File: src/rtl/hazard_pkg.sv
// Shared encodings for the hazard unit: tuse/tnew codes, multiply/divide ops, default MDU latencies.
// Pure declarations; no timing or backpressure of its own.
package hazard_pkg;

  // tuse: cycles until D needs the operand; TUSE_NEVER means the operand is never read.
  localparam logic [1:0] TUSE_0     = 2'd0;
  localparam logic [1:0] TUSE_1     = 2'd1;
  localparam logic [1:0] TUSE_2     = 2'd2;
  localparam logic [1:0] TUSE_NEVER = 2'd3;

  // tnew: cycles until the E/M result can be forwarded.
  localparam logic [1:0] TNEW_0 = 2'd0;
  localparam logic [1:0] TNEW_1 = 2'd1;
  localparam logic [1:0] TNEW_2 = 2'd2;
  localparam logic [1:0] TNEW_3 = 2'd3;

  localparam logic [1:0] MD_MULT  = 2'd0;
  localparam logic [1:0] MD_MULTU = 2'd1;
  localparam logic [1:0] MD_DIV   = 2'd2;
  localparam logic [1:0] MD_DIVU  = 2'd3;

  localparam int MULT_LAT_DEF = 5;
  localparam int DIV_LAT_DEF  = 10;

  function automatic logic md_op_is_div(input logic [1:0] op);
    return op[1];
  endfunction

endpackage

File: src/rtl/md_busy_ctr.sv
// Multiply/divide busy tracker: busy for MULT_LAT or DIV_LAT cycles starting the cycle after start.
// Latency: busy rises one cycle after start; starts seen while busy are ignored.
module md_busy_ctr
  import hazard_pkg::*;
#(
  parameter int MULT_LAT = MULT_LAT_DEF,
  parameter int DIV_LAT  = DIV_LAT_DEF
) (
  input  logic       clk,
  input  logic       reset,
  input  logic       start,
  input  logic [1:0] op,
  output logic       busy
);

  localparam logic [0:0] IDLE = 1'b0;
  localparam logic [0:0] BUSY = 1'b1;

  localparam logic [3:0] MULT_CNT = 4'(MULT_LAT);
  localparam logic [3:0] DIV_CNT  = 4'(DIV_LAT);

  logic [0:0] state;
  logic [3:0] cnt;

  always_ff @(posedge clk) begin
    if (reset) begin
      state <= IDLE;
      cnt   <= 4'd0;
    end else begin
      case (state)
        IDLE: begin
          if (start) begin
            cnt   <= md_op_is_div(op) ? DIV_CNT : MULT_CNT;
            state <= BUSY;
          end
        end
        BUSY: begin
          cnt <= cnt - 4'd1;
          if (cnt == 4'd1) begin
            state <= IDLE;
          end
        end
        default: state <= IDLE;
      endcase
    end
  end

  assign busy = (state == BUSY);

endmodule

File: src/rtl/hazard_ctrl.sv
// Pipeline hazard control: combinational data/MDU stall, PC freeze, D hold and E bubble.
// Latency: stall is same-cycle; stall_cnt counts stalled edges and saturates at all-ones.
module hazard_ctrl
  import hazard_pkg::*;
#(
  parameter int MULT_LAT = MULT_LAT_DEF,
  parameter int DIV_LAT  = DIV_LAT_DEF
) (
  input  logic        clk,
  input  logic        reset,
  input  logic [4:0]  d_rs,
  input  logic [4:0]  d_rt,
  input  logic [1:0]  d_tuse_rs,
  input  logic [1:0]  d_tuse_rt,
  input  logic        d_is_md,
  input  logic [4:0]  e_wa,
  input  logic [4:0]  m_wa,
  input  logic [1:0]  e_tnew,
  input  logic [1:0]  m_tnew,
  input  logic        e_md_start,
  input  logic [1:0]  e_md_op,
  output logic        stall,
  output logic        en_d,
  output logic        flush_e,
  output logic        md_busy,
  output logic [31:0] stall_cnt
);

  logic        data_stall;
  logic        md_stall;
  logic [31:0] stall_cnt_q;

  // A source waits when its producer is still in flight and the value is needed sooner than it appears.
  function automatic logic src_waits(input logic [4:0] src, input logic [1:0] tuse,
                                     input logic [4:0] wa,  input logic [1:0] tnew);
    return (src != 5'd0) && (src == wa) && (tuse != TUSE_NEVER) && (tuse < tnew);
  endfunction

  assign data_stall = src_waits(d_rs, d_tuse_rs, e_wa, e_tnew)
                    | src_waits(d_rs, d_tuse_rs, m_wa, m_tnew)
                    | src_waits(d_rt, d_tuse_rt, e_wa, e_tnew)
                    | src_waits(d_rt, d_tuse_rt, m_wa, m_tnew);

  assign md_stall = d_is_md & (md_busy | e_md_start);

  assign stall   = ~reset & (data_stall | md_stall);
  assign en_d    = ~stall;
  assign flush_e = stall;

  md_busy_ctr #(
    .MULT_LAT (MULT_LAT),
    .DIV_LAT  (DIV_LAT)
  ) u_md_busy_ctr (
    .clk   (clk),
    .reset (reset),
    .start (e_md_start),
    .op    (e_md_op),
    .busy  (md_busy)
  );

  always_ff @(posedge clk) begin
    if (reset) begin
      stall_cnt_q <= 32'd0;
    end else if (stall && (stall_cnt_q != 32'hFFFF_FFFF)) begin
      stall_cnt_q <= stall_cnt_q + 32'd1;
    end
  end

  assign stall_cnt = stall_cnt_q;

endmodule
File: config.mk
export PLATFORM = sky130hd
export DESIGN_NAME = hazard_ctrl
export DESIGN_NICKNAME = d
export VERILOG_FILES = /design/src/rtl/hazard_pkg.sv /design/src/rtl/md_busy_ctr.sv /design/src/rtl/hazard_ctrl.sv
export SDC_FILE = /design/constraint.sdc
export NUM_CORES = 1
export LEC_CHECK = 0
export ABC_AREA = 1
export CORE_UTILIZATION = 41
export DETAILED_ROUTE_END_ITERATION = 7
export PLACE_DENSITY_LB_ADDON = 0.08
export SETUP_SLACK_MARGIN = 0.5
export SYNTH_ARGS = -nofsm -noshare
export SYNTH_HDL_FRONTEND = slang
export SYNTH_SLANG_ARGS = --single-unit
File: constraint.sdc
create_clock -name clk -period 2.8 [get_ports clk]
set_input_delay 0.84 -clock clk [delete_from_list [all_inputs] [get_ports clk]]
set_output_delay 0.84 -clock clk [all_outputs]
set_load 0.1 [all_outputs]
==> flow_summary.json, run 1 <==
{
  "run_status": "complete, but fails checks",
  "violations_in_the_final_reports": "setup timing",
  "crit_fanout": 3,
  "clock_transition_time_at_the_flip_flop_clock_pins_of_the_worst_setup_and_hold_paths_ns": 0.07,
  "violation_count_after_the_first_detailed_routing_iteration": 208,
  "layout.nets": 607,
  "tritoncts.num_buffers": 5,
  "number_of_global_route_vias_before_repair": 3168,
  "number_of_warning_messages_in_the_yosys_log": 0,
  "final_core_utilization": 0.560,
  "gpl.final_weighted_congestion": 0.924,
  "timing.final.hold_violations": 0,
  "finalClockSkew_ns": 0.0163,
  "cts_max_path_buffers": 2,
  "timing_worst_slew_pin_value_ns": 0.529,
  "drv_slew": 0,
  "clock_tree.root_cell": "sky130_fd_sc_hd__clkbuf_8",
  "clock_tree_from_tritoncts": "yes",
  "routed_wire_length_per_instance_um": 13.9,
  "critPathLaunchType": "primary input",
  "clock_tree.htree_level_count": 2,
  "grt_use_met3": 0.0351,
  "syn_avg_cell_area_um2": 6.30,
  "drt-pass1-iter-count": 5,
  "insertedDiodeCount": 0,
  "slowest_stage": "sky130_fd_sc_hd__clkdlybuf4s15_1",
  "pin_count": 70,
  "start_util": 0.428,
  "final.setup.worst_slack_ns": -0.154,
  "grt-busiest-layer": "met2",
  "postSynthCellCount": 496,
  "placement_rows": 31,
  "maximum_number_of_pins_on_one_net_before_global_route_repair": 38,
  "cts_hold_buf": 0,
  "yosysSeqAreaShare": 0.237,
  "max-vdd-ir-drop_mv": 0.204,
  "dp_slack_ns": -0.716,
  "placed_area_mm2": 0.00396,
  "fmax_mhz": 339,
  "p_leak_nw": 1.69,
  "die_area_mm2": 0.00797,
  "grt_antenna_before_repair": 0,
  "endpoint_kind": "output pin",
  "max_stage_delay_ns": 0.21,
  "synth_enable_flop_cells": 0,
  "use_met2": 0.393,
  "cpLargestDelayFamily": "buffers and inverters",
  "dieWidth_um": 89.3,
  "final_antenna_net_count": 0,
  "hold-path-cell-count": 2,
  "cellPowerDensity_mw_per_mm2": 329,
  "critical_path_buf_inv_count": 5,
  "post-route-min-period_ns": 2.95,
  "portBuffers": 68,
  "crit_path_cells": "clkdlybuf4s15_1 > inv_2 > nand3_1 > o31ai_2 > inv_1 > nand2_2 > nand3_4 > nand2_8 > clkinvlp_4 > buf_12",
  "total_routed_length_mm": 9.25,
  "post_drt_via_cell_ratio": 5.18,
  "globalRouteTotalUtil": 0.249,
  "synthToLayoutAreaGrowth_pct": 30.7,
  "worst_ep_arrival_time_ns": 2.11,
  "clock_latency_ns": 0.30,
  "synth_seq_cells": 37,
  "slew_headroom": 0.647,
  "worstRegToRegCells": 10,
  "die_h_um": 89.3,
  "final_design_area_no_fill_mm2": 0.00408,
  "fp.coreArea_mm2": 0.00729,
  "totalPowerFinal_mw": 1.34,
  "post_route_cells_drive_above_1_share": 0.293,
  "globalRouteOverflowTotal": 0,
  "period_share": 1.05,
  "timing.final.setup_violations": 3,
  "holdCritPathClass": "reg2reg",
  "synthesis.nets": 537,
  "synth_flop_cell": "sky130_fd_sc_hd__dfxtp_1",
  "maximum_capacitance_violations": 0,
  "grt_setup_unrepaired": "yes",
  "hpwlAfterDp_mm": 7.10,
  "detailroute.via_count": 3447,
  "worstSetupPathDepth": 10,
  "tritoncts_num_sinks": 37,
  "drc_errors": 0,
  "data_required_time_of_the_worst_path_ns": 1.96,
  "synth_area_mm2": 0.00312,
  "synthDistinctLibCells": 33,
  "grt_util_met1": 0.360,
  "synth-async-reset-ratio": 0,
  "timing_worst_setup_path_type": "in2out",
  "first_pass_grt_wire_length_mm": 15.4
}
## cells in the final DEF, fill, tap and decap left out, types with 2 or more instances in the layout
master,n
sky130_fd_sc_hd__o21ai_1,4
sky130_fd_sc_hd__buf_6,2
sky130_fd_sc_hd__ha_4,3
sky130_fd_sc_hd__buf_4,46
sky130_fd_sc_hd__a21boi_2,2
sky130_fd_sc_hd__clkdlybuf4s50_1,3
sky130_fd_sc_hd__nand3b_1,5
sky130_fd_sc_hd__clkdlybuf4s15_1,5
sky130_fd_sc_hd__clkinvlp_4,2
sky130_fd_sc_hd__dlygate4sd2_1,14
sky130_fd_sc_hd__nand2_1,138
sky130_fd_sc_hd__nand2_2,31
sky130_fd_sc_hd__nand3_2,3
sky130_fd_sc_hd__ha_1,4
sky130_fd_sc_hd__a21oi_1,4
sky130_fd_sc_hd__buf_12,3
sky130_fd_sc_hd__inv_1,43
sky130_fd_sc_hd__clkbuf_8,5
sky130_fd_sc_hd__a31oi_1,2
sky130_fd_sc_hd__inv_2,10
sky130_fd_sc_hd__nand4_1,34
sky130_fd_sc_hd__nor3_1,10
sky130_fd_sc_hd__dfxtp_1,27
sky130_fd_sc_hd__nand3_1,24
sky130_fd_sc_hd__nor2_1,55
sky130_fd_sc_hd__nor3_2,2
sky130_fd_sc_hd__dfxtp_2,10
sky130_fd_sc_hd__xor2_1,16
sky130_fd_sc_hd__clkbuf_2,4
sky130_fd_sc_hd__a21oi_2,28
sky130_fd_sc_hd__o21ai_0,5
sky130_fd_sc_hd__buf_8,2
sky130_fd_sc_hd__o21bai_1,2
sky130_fd_sc_hd__xnor2_1,4
## where the power goes
group	switching [mW]	total, mW	internal [mW]
sequential	0.0104	0.547	0.536
combinational	0.199	0.311	0.112
clock	0.218	0.485	0.267
## state kept, by name (all words and copies together), names as in the netlist
signal,count
u_md_busy_ctr.busy,1
u_md_busy_ctr.cnt,4
stall_cnt,32
## Yosys cell counts (4+ instances only)
master / instances / area (um2)
sky130_fd_sc_hd__clkbuf_1: 13 / 48.8
sky130_fd_sc_hd__nand2_1: 142 / 533
sky130_fd_sc_hd__ha_1: 7 / 87.6
sky130_fd_sc_hd__xnor2_1: 4 / 35.0
sky130_fd_sc_hd__nand3b_1: 5 / 37.5
sky130_fd_sc_hd__nand3_1: 24 / 120
sky130_fd_sc_hd__nand4_1: 34 / 213
sky130_fd_sc_hd__inv_1: 54 / 203
sky130_fd_sc_hd__o21ai_0: 7 / 35.0
sky130_fd_sc_hd__xor2_1: 16 / 140
sky130_fd_sc_hd__nand3_2: 4 / 40.0
sky130_fd_sc_hd__a21oi_2: 28 / 245
sky130_fd_sc_hd__a21oi_1: 4 / 20.0
sky130_fd_sc_hd__dfxtp_1: 37 / 741
sky130_fd_sc_hd__nor3_1: 10 / 50.1
sky130_fd_sc_hd__nand2_2: 28 / 175
sky130_fd_sc_hd__nor2_1: 55 / 206
## cell families (layout without fill, tap and decap cells)
logic type / count (synthesis) / count (layout) / share of synthesized area
buffers and inverters: 74 / 145 / 0.0973
and+or+nand+nor: 309 / 309 / 0.464
xor gates and xnor gates: 20 / 20 / 0.0561
AOI/OAI and AO/OA: 49 / 49 / 0.118
adders and majority gates: 7 / 7 / 0.0280
DFF: 37 / 37 / 0.237
## through the flow
stage | cells | setup TNS (ns) | hold slack, ns
detailed placement | 657 | -17.10 | 0.482
CTS | 666 | -0.457 | 0.493
finish | 666 | -0.456 | 0.489
floorplan | 496 | -0.958 | 0.457
global placement | 657 | -16.76 | 0.473
global route | 666 | -0.770 | 0.515
## timing repair
item | 4_1_cts | 5_1_grt
setup buffers | 1 | 0
pin swaps | 15 | 8
setup endpoints to repair | 35 | 35
resized for setup | 64 | 14
## per-layer routing
metal,vias up,share of wire
met5,-,0
li1,1755,-
met3,10,0.056
met4,0,0.012
met2,104,0.46
met1,1578,0.47
## layout make-up
type	instances	area, um2
Clock buffer	5	68.8
Tap cell	99	124
Sequential cell	37	753
Inverter	56	234
Fill cell	766	3210
Clock inverter	3	46.3
Timing Repair Buffer	81	697
Multi-Input combinational cell	385	2160
## worst paths after layout
check	slack, ns	to	from
setup / recovery	-0.15	stall	d_rs[4]
setup reg to reg	0.70	stall_cnt[2]	stall_cnt[0]
hold / removal	0.49	u_md_busy_ctr.cnt[1]	u_md_busy_ctr.cnt[1]
hold reg to reg	0.49	u_md_busy_ctr.cnt[1]	u_md_busy_ctr.cnt[1]
## tightest hold or removal path, delay by kind of cell, from the launching register on
kind	cells	cell delay, ns
flip-flops	1	0.33
AND/OR/NAND/NOR	1	0.06
AO/OA/AOI/OAI	1	0.05
Note: power is estimated with default switching activity, not from simulation.
==> run 2, diff against run 1 <==
==> constraint.sdc (replaced) <==
create_clock -name clk -period 2.87 [get_ports clk]
set_input_delay 0.861 -clock clk [delete_from_list [all_inputs] [get_ports clk]]
set_output_delay 0.861 -clock clk [all_outputs]
set_load 0.1 [all_outputs]
==> run 2 against run 1 <==
The flow still finishes with violations (setup timing). Final area is 0.25% lower. Cell count stayed put. Die area stayed put. Non-clock buffer count stayed put. Critical path depth is 2 higher. Wire length is 3.1% lower. Flip-flop and latch count stayed put. Combinational power hardly changed. Clock skew is 0.012 ns lower. Clock power is 24% lower. Setup slack better by 0.025 ns. Hold slack better by 0.0032 ns.
==> flow_summary.json, run 2 (synthesis results as in run 1) <==
{
  "run_status": "complete, but fails checks",
  "violations_in_the_final_reports": "setup timing",
  "drc_errors": 0,
  "clock_tree.root_cell": "sky130_fd_sc_hd__clkbuf_8",
  "start_util": 0.428,
  "critPathLaunchType": "primary input",
  "fp.coreArea_mm2": 0.00729,
  "drv_slew": 0,
  "finalClockSkew_ns": 0.00406,
  "worst_hold_slack_ns": 0.492,
  "tritoncts.num_buffers": 5,
  "holdCritPathClass": "reg2reg",
  "slowest_stage": "sky130_fd_sc_hd__ha_4",
  "switching_share_of_total_power": 0.334,
  "maximum_number_of_pins_on_one_net_before_global_route_repair": 38,
  "final_antenna_net_count": 0,
  "clock_power_share": 0.304,
  "use_met2": 0.378,
  "post-route-min-period_ns": 3.00,
  "power.combinational.fraction": 0.255,
  "placement_rows": 31,
  "tritoncts_num_sinks": 37,
  "p_int_mw": 0.805,
  "final_core_utilization": 0.559,
  "endpoint_kind": "output pin",
  "critPathLaunch": "m_tnew[1]",
  "number_of_global_route_vias_before_repair": 3115,
  "data_required_time_of_the_worst_path_ns": 2.01,
  "grt_antenna_before_repair": 0,
  "cellPowerDensity_mw_per_mm2": 297,
  "grt_setup_unrepaired": "yes",
  "layout.nets": 607,
  "timing_worst_slew_pin_value_ns": 0.574,
  "clock_latency_ns": 0.29,
  "slew_headroom": 0.614,
  "timing.final.hold_violations": 0,
  "drt-pass1-iter-count": 5,
  "final_cell_mix": "sky130_fd_sc_hd__nand2_1, sky130_fd_sc_hd__nor2_1, sky130_fd_sc_hd__buf_4, sky130_fd_sc_hd__inv_1",
  "cts_max_path_buffers": 2,
  "die_h_um": 89.3,
  "place.detailed.instances": 656,
  "total_routed_length_mm": 8.96,
  "max_stage_delay_ns": 0.21,
  "fmax_mhz": 334,
  "period_share": 1.04,
  "clock_tree_from_tritoncts": "yes",
  "hpwlAfterDp_mm": 6.97,
  "violation_count_after_the_first_detailed_routing_iteration": 192,
  "pin_count": 70,
  "layout.cells.most_common": "sky130_fd_sc_hd__nand2_1",
  "num-fill-cells": 771,
  "detailroute.via_count": 3419,
  "globalRouteTotalUtil": 0.240,
  "p_leak_nw": 1.68,
  "timing_worst_setup_path_type": "in2out",
  "totalPowerFinal_mw": 1.21,
  "timing.hold.worst.start": "u_md_busy_ctr.cnt[1]",
  "register_area_um2": 744,
  "grt_util_met1": 0.337,
  "tns_ns": -0.379,
  "dp_slack_ns": -0.701,
  "clock_transition_time_at_the_flip_flop_clock_pins_of_the_worst_setup_and_hold_paths_ns": 0.08,
  "max-vdd-ir-drop_mv": 0.154,
  "final-instance-count-excl-fill": 666,
  "globalRouteOverflowTotal": 0,
  "grt-busiest-layer": "met2",
  "insertedDiodeCount": 0,
  "gpl.final_weighted_congestion": 0.933,
  "crit_fanout": 3,
  "maximum_capacitance_violations": 0,
  "multi_input_area_mm2": 0.00217,
  "synthToLayoutAreaGrowth_pct": 30.4,
  "post_route_cells_drive_above_1_share": 0.280,
  "timing.final.setup_violations": 3,
  "post_drt_via_cell_ratio": 5.13,
  "largest_register_ffs": 32,
  "final_design_area_no_fill_mm2": 0.00407,
  "cts_hold_buf": 0,
  "worst_ep_arrival_time_ns": 2.14,
  "portBuffers": 68,
  "clock_tree.htree_level_count": 2,
  "routed_wire_length_per_instance_um": 13.5,
  "crit_path_cells": "buf_6 > inv_12 > ha_4 > a21boi_2 > nor2_1 > nand3_1 > nand2_1 > nand2_2 > nand3_4 > nand2_8 > clkinvlp_4 > buf_12",
  "worstReg2RegStart": "stall_cnt[0]",
  "first_pass_grt_wire_length_mm": 14.9,
  "grt_use_met3": 0.0406,
  "placed_area_mm2": 0.00396,
  "total_switching_power_mw": 0.403,
  "final.setup.worst_slack_ns": -0.128,
  "dieWidth_um": 89.3,
  "power_frac_seq": 0.442,
  "die_area_mm2": 0.00797
}
-- run 2: cell types whose count changed in the layout (fill, tap and decap cells not counted), sizes merged --
cell           delta
clkinv            +1
clkinvlp          -1
bufinv            -1
clkdlybuf4s15     +3
clkbuf            -2
-- run 2: worst paths after layout --
check	endpoint	slack [ns]	cells after the start
max reg2reg	stall_cnt[0]	0.51	11
max	stall	-0.13	12
min reg2reg	u_md_busy_ctr.cnt[1]	0.49	2
min	u_md_busy_ctr.cnt[1]	0.49	2
-- run 2: power by group through the flow --
stage	registers, mW	logic, mW	clock network (mW)
final	0.534	0.308	0.367
after global placement	0.545	0.304	0
after floorplan	0.570	0.172	0
after global routing	0.535	0.338	0.400
after detailed placement	0.546	0.308	0
after CTS	0.534	0.301	0.376
-- run 2: critical path, delay by kind of cell --
family,cells,cell delay [ns]
AO/OA/AOI/OAI,1,0.14
adder cells (fa/ha/maj),1,0.21
buffers and inverters,4,0.43
AND/OR/NAND/NOR,6,0.48
-- run 2: metal layers --
layer / part of all wire / wire length [um] / up-vias
met1: 0.48 / 4320 / 1549
met3: 0.065 / 579 / 13
met4: 0.015 / 133 / 0
li1: - / - / 1745
met2: 0.44 / 3930 / 112
met5: 0 / 0 / -
-- run 2: layout make-up --
| cell class | instances | area share |
|---|---|---|
| inverters | 56 | 0.0568 |
| multi-input cells | 385 | 0.533 |
| clock inverters | 2 | 0.00246 |
| clock buffers | 6 | 0.0178 |
| flip-flops and latches | 37 | 0.183 |
| well taps | 99 | 0.0304 |
| repair buffers | 81 | 0.177 |
-- run 2: repair_timing --
action	CTS	global route
setup buffers	1	1
setup endpoints to repair	35	35
pin swaps	15	6
gates resized for setup	62	16
gates cloned	0	0
